## src/rtl/vlb_mem_arb_pkg.sv

```systemverilog
// Shared types for the walker memory-port arbiter.
// Tags carry the source walker in their MSB.
package vlb_mem_arb_pkg;

   localparam int VLB_IDX_W  = 5;
   localparam int VLB_MCN_W  = 58;
   localparam int VLB_DATA_W = 512;

   localparam logic SRC_ILB = 1'b0;
   localparam logic SRC_DLB = 1'b1;

   typedef struct packed {
      logic [VLB_IDX_W:0]   idx;
      logic [VLB_MCN_W-1:0] mcn;
   } mem_req_t;

   typedef struct packed {
      logic [VLB_IDX_W:0]    idx;
      logic [VLB_DATA_W-1:0] data;
   } mem_res_t;

endpackage

```

## src/rtl/vlb_mem_arb_slot.sv

```systemverilog
// One-entry valid/ready register with a typed payload.
// Accepts a new entry whenever empty or being drained.
module vlb_mem_arb_slot
   import vlb_mem_arb_pkg::*;
#(
   parameter type T = mem_req_t
) (
   input  logic clock,
   input  logic reset,
   input  logic i_valid,
   output logic o_ready,
   input  T     i_data,
   output logic o_valid,
   input  logic i_ready,
   output T     o_data
);

   logic r_v;
   T     r_data;

   assign o_ready = ~r_v | i_ready;
   assign o_valid = r_v;
   assign o_data  = r_data;

   always_ff @(posedge clock) begin
      if (reset) begin
         r_v <= 1'b0;
      end else if (o_ready) begin
         r_v <= i_valid;
      end
   end

   always_ff @(posedge clock) begin
      if (o_ready & i_valid) begin
         r_data <= i_data;
      end
   end

endmodule

```

## src/rtl/vlb_mem_arb.sv

```systemverilog
// Round-robin share of the walker memory port between ilb and dlb walkers.
// Outstanding counters throttle each walker and drive busy_o.
module vlb_mem_arb
   import vlb_mem_arb_pkg::*;
#(
   parameter int IDX_W   = VLB_IDX_W,
   parameter int MCN_W   = VLB_MCN_W,
   parameter int DATA_W  = VLB_DATA_W,
   parameter int MAX_OUT = 8
) (
   input  logic              clock,
   input  logic              reset,
   input  logic              req_i_0_valid,
   output logic              req_i_0_ready,
   input  logic [IDX_W-1:0]  req_i_0_bits_idx,
   input  logic [MCN_W-1:0]  req_i_0_bits_mcn,
   input  logic              req_i_1_valid,
   output logic              req_i_1_ready,
   input  logic [IDX_W-1:0]  req_i_1_bits_idx,
   input  logic [MCN_W-1:0]  req_i_1_bits_mcn,
   output logic              res_o_0_valid,
   input  logic              res_o_0_ready,
   output logic [IDX_W-1:0]  res_o_0_bits_idx,
   output logic [DATA_W-1:0] res_o_0_bits_data,
   output logic              res_o_1_valid,
   input  logic              res_o_1_ready,
   output logic [IDX_W-1:0]  res_o_1_bits_idx,
   output logic [DATA_W-1:0] res_o_1_bits_data,
   output logic              mem_req_o_valid,
   input  logic              mem_req_o_ready,
   output logic [IDX_W:0]    mem_req_o_bits_idx,
   output logic [MCN_W-1:0]  mem_req_o_bits_mcn,
   input  logic              mem_res_i_valid,
   output logic              mem_res_i_ready,
   input  logic [IDX_W:0]    mem_res_i_bits_idx,
   input  logic [DATA_W-1:0] mem_res_i_bits_data,
   output logic              busy_o,
   output logic              err_o
);

   localparam int CW = $clog2(MAX_OUT + 1);

   logic [CW-1:0] r_cnt0, r_cnt1;
   logic          r_last, r_err;

   logic          w_elig0, w_elig1, w_gnt0, w_gnt1;
   logic          w_load, w_acc0, w_acc1;
   logic          w_slot_v, w_rsp_v, w_rsp_rdy, w_sel, w_sel_rdy;
   logic          w_dec0, w_dec1, w_zero0, w_zero1;
   logic [CW-1:0] w_cnt0_nxt, w_cnt1_nxt;
   mem_req_t      w_req_in, w_req_out;
   mem_res_t      w_res_in, w_res_out;

   assign w_elig0 = req_i_0_valid & (r_cnt0 != CW'(MAX_OUT));
   assign w_elig1 = req_i_1_valid & (r_cnt1 != CW'(MAX_OUT));
   // r_last names the previous winner; on a tie the other source goes
   assign w_gnt0  = w_elig0 & (~w_elig1 | (r_last == SRC_DLB));
   assign w_gnt1  = w_elig1 & (~w_elig0 | (r_last == SRC_ILB));

   assign req_i_0_ready = w_load & w_gnt0 & ~reset;
   assign req_i_1_ready = w_load & w_gnt1 & ~reset;
   assign w_acc0 = req_i_0_valid & req_i_0_ready;
   assign w_acc1 = req_i_1_valid & req_i_1_ready;

   always_comb begin
      w_req_in.idx = {SRC_ILB, req_i_0_bits_idx};
      w_req_in.mcn = req_i_0_bits_mcn;
      if (w_gnt1) begin
         w_req_in.idx = {SRC_DLB, req_i_1_bits_idx};
         w_req_in.mcn = req_i_1_bits_mcn;
      end
   end

   vlb_mem_arb_slot #(.T(mem_req_t)) u_req_slot (
      .clock   (clock),
      .reset   (reset),
      .i_valid ((w_elig0 | w_elig1) & ~reset),
      .o_ready (w_load),
      .i_data  (w_req_in),
      .o_valid (w_slot_v),
      .i_ready (mem_req_o_ready),
      .o_data  (w_req_out)
   );

   assign mem_req_o_valid    = w_slot_v & ~reset;
   assign mem_req_o_bits_idx = w_req_out.idx;
   assign mem_req_o_bits_mcn = w_req_out.mcn;

   assign w_res_in.idx  = mem_res_i_bits_idx;
   assign w_res_in.data = mem_res_i_bits_data;
   assign w_sel     = (w_res_out.idx[IDX_W] == SRC_DLB);
   assign w_sel_rdy = w_sel ? res_o_1_ready : res_o_0_ready;

   vlb_mem_arb_slot #(.T(mem_res_t)) u_rsp_slot (
      .clock   (clock),
      .reset   (reset),
      .i_valid (mem_res_i_valid & ~reset),
      .o_ready (w_rsp_rdy),
      .i_data  (w_res_in),
      .o_valid (w_rsp_v),
      .i_ready (w_sel_rdy),
      .o_data  (w_res_out)
   );

   assign mem_res_i_ready   = w_rsp_rdy & ~reset;
   assign res_o_0_valid     = w_rsp_v & ~w_sel & ~reset;
   assign res_o_1_valid     = w_rsp_v & w_sel & ~reset;
   assign res_o_0_bits_idx  = w_res_out.idx[IDX_W-1:0];
   assign res_o_1_bits_idx  = w_res_out.idx[IDX_W-1:0];
   assign res_o_0_bits_data = w_res_out.data;
   assign res_o_1_bits_data = w_res_out.data;

   assign w_dec0  = res_o_0_valid & res_o_0_ready;
   assign w_dec1  = res_o_1_valid & res_o_1_ready;
   assign w_zero0 = (r_cnt0 == '0);
   assign w_zero1 = (r_cnt1 == '0);
   // a return with nothing outstanding must not wrap the counter
   assign w_cnt0_nxt = r_cnt0 + CW'(w_acc0) - CW'(w_dec0 & ~w_zero0);
   assign w_cnt1_nxt = r_cnt1 + CW'(w_acc1) - CW'(w_dec1 & ~w_zero1);

   always_ff @(posedge clock) begin
      if (reset) begin
         r_cnt0 <= '0;
         r_cnt1 <= '0;
         r_last <= SRC_DLB;
         r_err  <= 1'b0;
      end else begin
         r_cnt0 <= w_cnt0_nxt;
         r_cnt1 <= w_cnt1_nxt;
         if (w_acc0 | w_acc1) begin
            r_last <= w_acc1;
         end
         if ((w_dec0 & w_zero0) | (w_dec1 & w_zero1)) begin
            r_err <= 1'b1;
         end
      end
   end

   assign busy_o = (w_slot_v | w_rsp_v | ~w_zero0 | ~w_zero1) & ~reset;
   assign err_o  = r_err & ~reset;

endmodule

```

## config.mk

```make
export PLATFORM = sky130hd
export DESIGN_NAME = vlb_mem_arb
export DESIGN_NICKNAME = d
export VERILOG_FILES = /design/src/rtl/vlb_mem_arb_pkg.sv /design/src/rtl/vlb_mem_arb_slot.sv /design/src/rtl/vlb_mem_arb.sv
export SDC_FILE = /design/constraint.sdc
export NUM_CORES = 1
export LEC_CHECK = 0
export ABC_AREA = 1
export CAP_MARGIN = 5
export CORE_AREA = 2 2 690 692
export DETAILED_ROUTE_END_ITERATION = 10
export DIE_AREA = 0 0 692 694
export PLACE_DENSITY = 0.3
export SLEW_MARGIN = 0
export SYNTH_ARGS = -nofsm -noshare
export SYNTH_HDL_FRONTEND = slang
export SYNTH_HIERARCHICAL = 1
export SYNTH_SLANG_ARGS = --single-unit
```

## constraint.sdc

```tcl
create_clock -name clock -period 57 [get_ports clock]
set_clock_uncertainty 0.1 [all_clocks]
set_input_delay 11.4 -clock clock [delete_from_list [all_inputs] [get_ports clock]]
set_output_delay 11.4 -clock clock [all_outputs]
set_load 0.02 [all_outputs]
```

* Yosys cells after proc, flatten, opt, wreduce, memory -nomap -nowiden *
Index checks and enable logic that the tools add are counted.

word-level totals
  flip-flop bits (word level) = 594
  bits of input ports = 652
  output and inout port bits = 1106
  word-level logic and storage cells = 69

cells by class
  add/sub/neg operators = 4
  equality and inequality tests = 2
  mux-type cells = 2
  bitwise gates (word level) = 49
  reduce and logical (&&, ||, !) cells = 2

operators by type and width
  cell                                          count
  64-bit 2-to-1 mux                             1
  1-bit bitwise AND                             26
  1-bit OR                                      10
  1-bit inverter                                9
  4-bit by 1-bit adder with 4-bit output        2
  1-bit by 4-bit bitwise AND with 4-bit output  2
  4-bit logical NOT                             2
  4-bit != test (second input constant)         2
  1-bit inverter with 4-bit output              2
  4-bit subtractor                              2
  1-bit 2-to-1 mux                              1

* Longest topological paths before layout *
  depth after elaboration = 10
  gate-level depth with buffers = 16
  depth with buffers taken out = 15

* By module *
The synthesis kept the hierarchy.

modules (own cells, without submodules)
  module                          times used  cells an instance  area an instance (um^2)  seq. area each (um^2)
  vlb_mem_arb_slot at u_rsp_slot  1           524                15602.5                  15574.9
  vlb_mem_arb                     1           844                5820.6                   200.2
  vlb_mem_arb_slot at u_req_slot  1           70                 1969.4                   1941.9

* Worst setup path after synthesis *
No wires, ideal clock.

  kind = in2reg
  start = in reset
  end = reg u_rsp_slot.r_data (netlist bit u_rsp_slot/o_data[0]), enable pin
  library setup time = 1.574 ns
  arrival = 36.597 ns
  data required time = 55.326 ns
  path slack = 18.729 ns
  stages = 4
  path buffers = 1
  cell sequence = clkbuf_1 -> nor2_1 -> inv_1 -> a21oi_1

on the way
  word-level cells in the longest chain between the ends = 3

RTL lines
  item                  line                    text
  from (decl)           vlb_mem_arb.sv:12       input logic reset,
  1-bit inverter        vlb_mem_arb.sv:97       .i_valid (mem_res_i_valid & ~reset),
  1-bit bitwise AND     vlb_mem_arb.sv:97
  1-bit bitwise AND     vlb_mem_arb_slot.sv:34  if (o_ready & i_valid) begin
  to (signal assigned)  vlb_mem_arb_slot.sv:35  r_data <= i_data;
  to (decl)             vlb_mem_arb_slot.sv:19  T r_data;

Every way passes these cells.
A chain may end at the register's enable or synchronous reset.

* Worst setup path after layout *
  start = in req_i_0_valid
  end = out req_i_1_ready

on the way
  word-level cells in the longest chain between the ends = 6

RTL lines
  item                            line               text
  from (decl)                     vlb_mem_arb.sv:13  input logic req_i_0_valid,
  1-bit bitwise AND               vlb_mem_arb.sv:54  assign w_elig0 = req_i_0_valid & (r_cnt0 != CW'(MAX_OUT));
  1-bit inverter                  vlb_mem_arb.sv:58  assign w_gnt1 = w_elig1 & (~w_elig0 | (r_last == SRC_ILB));
  1-bit OR                        vlb_mem_arb.sv:58
  1-bit bitwise AND               vlb_mem_arb.sv:58
  1-bit bitwise AND (2 in a row)  vlb_mem_arb.sv:61  assign req_i_1_ready = w_load & w_gnt1 & ~reset;
  to (decl)                       vlb_mem_arb.sv:18  output logic req_i_1_ready,

Every way passes these cells.

==> flow_summary.ini <==
[timing]
post-route-min-period_ps = 25340
max_freq_ghz = 0.0395
finalSetupTns_ps = 0
relSlewSlack = 0.252
worst_pin_slew_ps = 1120
final_max_slew_viol_count = 0
rsz0062_at_grt = no
finalWorstSetupSlack_ps = 31660
layout_worst_path_cycle_share = 0.445
hold_violations = 0
setup_viol = 0

[synthesis]
avgSynthCellArea_um2 = 16.3
synth.top_cells.by_area = edfxtp_1 (75%), buf_4 (17%), nand2_1 (2.4%)
syn-num-nets = 2104
netlist.area_leader.share = 0.747
ys_seq_elements = 594
synth-simple-area-share = 0.0495
netlist_instances = 1438
syn_area_um2 = 23400
synth_xor_area_frac = 0.000749
synthMuxAreaShare = 0
synthAdderAreaFrac = 0.00813
synth_top_family_by_area = buffers and inverters
yosysTopAreaCell = edfxtp_1
ys_warn_count = 6
yosysUniqueCellTypes = 29
synth_compound_area_frac = 0.00214
ys_seq_area_frac = 0.757

[floorplan]
core-area_um2 = 473000
rows = 253
pin_count = 1758
die_height_um = 694
die_x_um = 692
dieArea_um2 = 480000
initial_utilization = 0.0494

[power_and_ir_drop]
vdd_drop_max_v = 0.0000238
leakage_nw = 14.9
p_per_area_nw_per_um2 = 29.5
total_power_mw = 1.41

[clock_network]
cts_max_level = 3
cts_buffer_depth = 4
cts_buffers = 91
clock-root-buffer = clkbuf_16
insertion_delay_ps = 810
cts-resized-gates = 0
clock_sinks = 594
cts_tree = built
clkTransAtPathRegs_ps = 60
hold_buffers = 0
post_cts_buffers = 0

[setup_path]
worstPathCellList = clkdlybuf4s50_1, nand3_4, nand3b_1, inv_1, clkdlybuf4s50_1
crit_buf_inv = 3
crit_top_cell = clkdlybuf4s50_1
crit_type = input pin to primary output
arrival_ps = 13840
slowest_delay_ps = 750
critPathTopFamily = simple AND/OR/NAND/NOR gates
worst-path-max-fanout = 65
cp_slowest_cell = nand3_4
end_kind = primary output
cp-start-kind = input pin
cp.required_ps = 45500

[detailed_routing]
wl_met2_mm = 135
drtAntennaViolNets = 0
dr.pass1.iters = 5
drtIter0Drc = 1596
dr_wl_met3_mm = 35.9
routed.top_layer = met5
drt-vias-per-instance = 2.02
route.vias.total = 18400
avgRoutedWirePerCell_um = 32.2
wl_mm = 293
route.detailed.drc = 0
wl_met1_mm = 110

[finish]
synthToLayoutAreaGrowth_pct = 104
nFillCells = 54000
seq_area_um2 = 17700
drive_above_1_share = 0.0749
multiInputGateArea_um2 = 1450
finish.utilization = 0.101
nets = 3429

[placed_design]
place_ws_ps = 31620
post-dp-hpwl_mm = 264
place_congestion = 0.992
port_buffers = 1757

[grt]
gr-total-overflow = 0
antenna_found_initial = 113
grt_max_degree = 85
grt_pass1_vias = 18300
grt_use_total = 0.116
grt_pass1_wl_mm = 333

[job]
max_cap_violations = 0

[hold_path]
hp-class = flip-flop to flip-flop

[run_status]
status = finished, final reports clean
==> layout make-up <==
type	count	area share
diodes	18	0.000944
flip-flops and latches	594	0.371
clock inverters	43	0.0109
inverters	33	0.00265
clock buffers	118	0.0516
multi-input cells	273	0.0303
repair buffers	1770	0.369
well taps	6247	0.164
==> layout by cell type (no fill, tap or decap), drive strengths merged, types with 5 or more instances in the layout <==
cell	netlist	final
inv	33	38
bufinv	0	11
clkdlybuf4s50	0	1722
nor2	27	27
nand2	153	153
buf	537	48
diode	0	18
edfxtp	582	582
clkbuf	1	118
dfxtp	12	12
ha	12	12
a21oi	5	5
clkinv	0	25
nand3	65	65
==> metrics by stage <==
step	hold slack, ps	instance area (um^2)	cells
after floorplan	376	23400	1438
after global placement	476	44700	8917
after detailed placement	465	44700	8917
after CTS	479	47700	9078
after global routing	515	47700	9088
final	490	47700	9096
==> path summary, 6_finish.rpt <==
path / startpoint / end / slack (ps) / cells after the start
min: r_last$_SDFFE_PP1P_ / r_last$_SDFFE_PP1P_ / 490 / 2
max: req_i_0_valid / req_i_1_ready / 31660 / 5
max reg2reg: u_rsp_slot/o_data[517]$_DFFE_PP_ / u_rsp_slot/o_data[397]$_DFFE_PP_ / 52440 / 9
min reg2reg: r_last$_SDFFE_PP1P_ / r_last$_SDFFE_PP1P_ / 490 / 2
==> worst reg2reg max path, stage by stage, from the launching register on <==
cell and delay [ps]:
edfxtp_1 460, inv_1 110, nand2_1 90, nand2_1 220, inv_2 100, a21oi_4 170, buf_12 440, buf_4 910
buf_4 780, buf_4 790
==> cells by family (layout without fill, tap and decap cells) <==
logic type	count (synthesis)	count (layout)
AOI/OAI and AO/OA	8	8
xor gates and xnor gates	2	2
adders and majority gates	14	14
buffers and inverters	571	1964
DFF	594	594
other	0	18
and+or+nand+nor	249	249
==> registers in the layout, summed over array words and instances (netlist names) <==
| register | flops |
|---|---|
| r_cnt0 | 4 |
| r_cnt1 | 4 |
| r_err | 1 |
| r_last | 1 |
| u_req_slot/o_data | 64 |
| u_req_slot/o_valid | 1 |
| u_rsp_slot/o_data | 518 |
| u_rsp_slot/o_valid | 1 |
==> synth_stat cells, drive strengths merged <==
| library cell | number |
|---|---|
| nand2 | 153 |
| fa | 2 |
| buf | 537 |
| a21oi | 5 |
| nor3b | 1 |
| inv | 33 |
| nand3b | 1 |
| nor2 | 27 |
| ha | 12 |
| nor3 | 2 |
| clkbuf | 1 |
| o21ai | 1 |
| nand3 | 65 |
| edfxtp | 582 |
| o22ai | 1 |
| a31oi | 1 |
| dfxtp | 12 |
| xor2 | 2 |
==> power by group <==
group	switching (mW)	total (mW)	leakage [nW]	internal, mW
logic	0.165	0.276	7.91	0.111
registers	0.0256	0.540	5.55	0.515
clock network	0.240	0.594	1.45	0.353
==> routing by layer <==
metal  vias up  global-route usage
met5         -             0.00460
met4        32              0.0415
met3       364              0.0635
met2      1461               0.188
met1      9323               0.128
li1       7201                   -
Power figures use the tool's default switching activity.
==> RTL edit: new RTL, same flow settings <==
The parameter `MAX_OUT` goes from 8 to 16.
--- a/src/rtl/vlb_mem_arb.sv
+++ b/src/rtl/vlb_mem_arb.sv
@@ -6,7 +6,7 @@
    parameter int IDX_W   = VLB_IDX_W,
    parameter int MCN_W   = VLB_MCN_W,
    parameter int DATA_W  = VLB_DATA_W,
-   parameter int MAX_OUT = 8
+   parameter int MAX_OUT = 16
 ) (
    input  logic              clock,
    input  logic              reset,
Check against the original RTL: not settled (the Yosys comparison gave no result); the edit may change what the design does.
==> RTL edit against the unedited design <==
Worst setup slack better by 500 ps. Count of clock-buffer cells in the layout is 4 lower. Total power is 0.85% higher. Final cell count is 0.27% higher. Wire length is 4.2% higher. Utilization hardly changed. Sequential cell count is 2 higher. Area after synthesis is 0.55% higher. Final area is 0.18% higher. Maximum frequency is 2.0% higher. Critical endpoint unchanged.
==> RTL edit: results (changes against the unedited design) <==
[timing]
tightest_slew_ps=1109  ; -9.656 ps

[synth]
synth_xor_area_share_pct=0.1489  ; +0.074 points
ys_types=26  ; -10%
syn_nets=2119  ; +0.71%
synthAdderAreaFrac_pct=0.8086  ; -0.0045 points
yosys-top-cells-count=582 x edfxtp_1, 517 x buf_4, 138 x nand2_1, 47 x nand3_1, 32 x inv_1
ys_top_cells_by_area=edfxtp_1 74%, buf_4 17%, nand2_1 2.2%

[worst_setup_path]
crit_slowest_cell=clkdlybuf4s50_1
cp_max_fo=19  ; -71%
reg2reg_slack_ps=51560  ; -880 ps
critPathTopFamily=buffers and inverters
slowest_delay_ps=610  ; -140 ps
r2r-end=u_rsp_slot/o_data[342]

[hold_path]
worst_hold_path.endpoint=r_err
min_from=r_err

[final_layout]
multi_input_cells=283  ; +3.7%
n_sequential_cell=596  ; +0.34%
n_all_buffers=1774  ; +0.23%
buf_share_pct=36.80  ; -0.065 points
nNetsFinal=3451  ; +0.64%
diodes=15  ; -3
clkbuf_count=114  ; -3.4%
drive_above_1_share_pct=8.185  ; +0.70 points
nFillCells=53970  ; -0.035%
multi_input_area_share_pct=3.226  ; +0.20 points

[placement]
dp_slack_ps=32130  ; +510.9 ps
place_congestion=0.9884  ; -0.40%
dp_hpwl_um=277000  ; +5.0%

[grt]
grt_pass1_vias=18460  ; +0.92%
grt_pass1_wl_um=346700  ; +4.0%
grt_max_degree=66  ; -22%
grt_usage_pct=12.14  ; +0.50 points

[power]
ir_drop_uv=23.38  ; -1.6%
p_leak_nw=14.97  ; +0.32%

[route]
via_per_inst=1.990  ; -1.5%
drt_iter0_markers=1585  ; -0.69%

[run_status]
outcome=complete, no violations

[RTL edit: power by group through the flow]
| stage | sequential [mW] | clock [mW] | combinational (mW) |
|---|---|---|---|
| 6_report | 0.546 | 0.583 | 0.293 |
| 5_1_grt | 0.548 | 0.627 | 0.308 |
| 4_1_cts | 0.547 | 0.619 | 0.301 |
| 3_5_place_dp | 0.556 | 0 | 0.300 |
| 3_3_place_gp | 0.555 | 0 | 0.301 |
| 2_1_floorplan | 0.586 | 0 | 0.0899 |
[RTL edit: metrics by stage]
step           cells  hold slack, ps  area, µm²
2_1_floorplan   1453           374.9      23520
3_5_place_dp    8935           420.6      44850
6_report        9121           421.5      47810
5_1_grt         9110           483.1      47790
3_3_place_gp    8935           404.6      44850
4_1_cts         9106           428.6      47780
[RTL edit: per-layer routing]
metal | GRT usage, % | share of wire (%) | up-vias
met2 | 19.58 | 46 | 1292
met3 | 6.527 | 12 | 263
met4 | 3.235 | 2.8 | 14
met1 | 13.90 | 39 | 9301
met5 | 0 | 0.035 | -
li1 | - | - | 7277
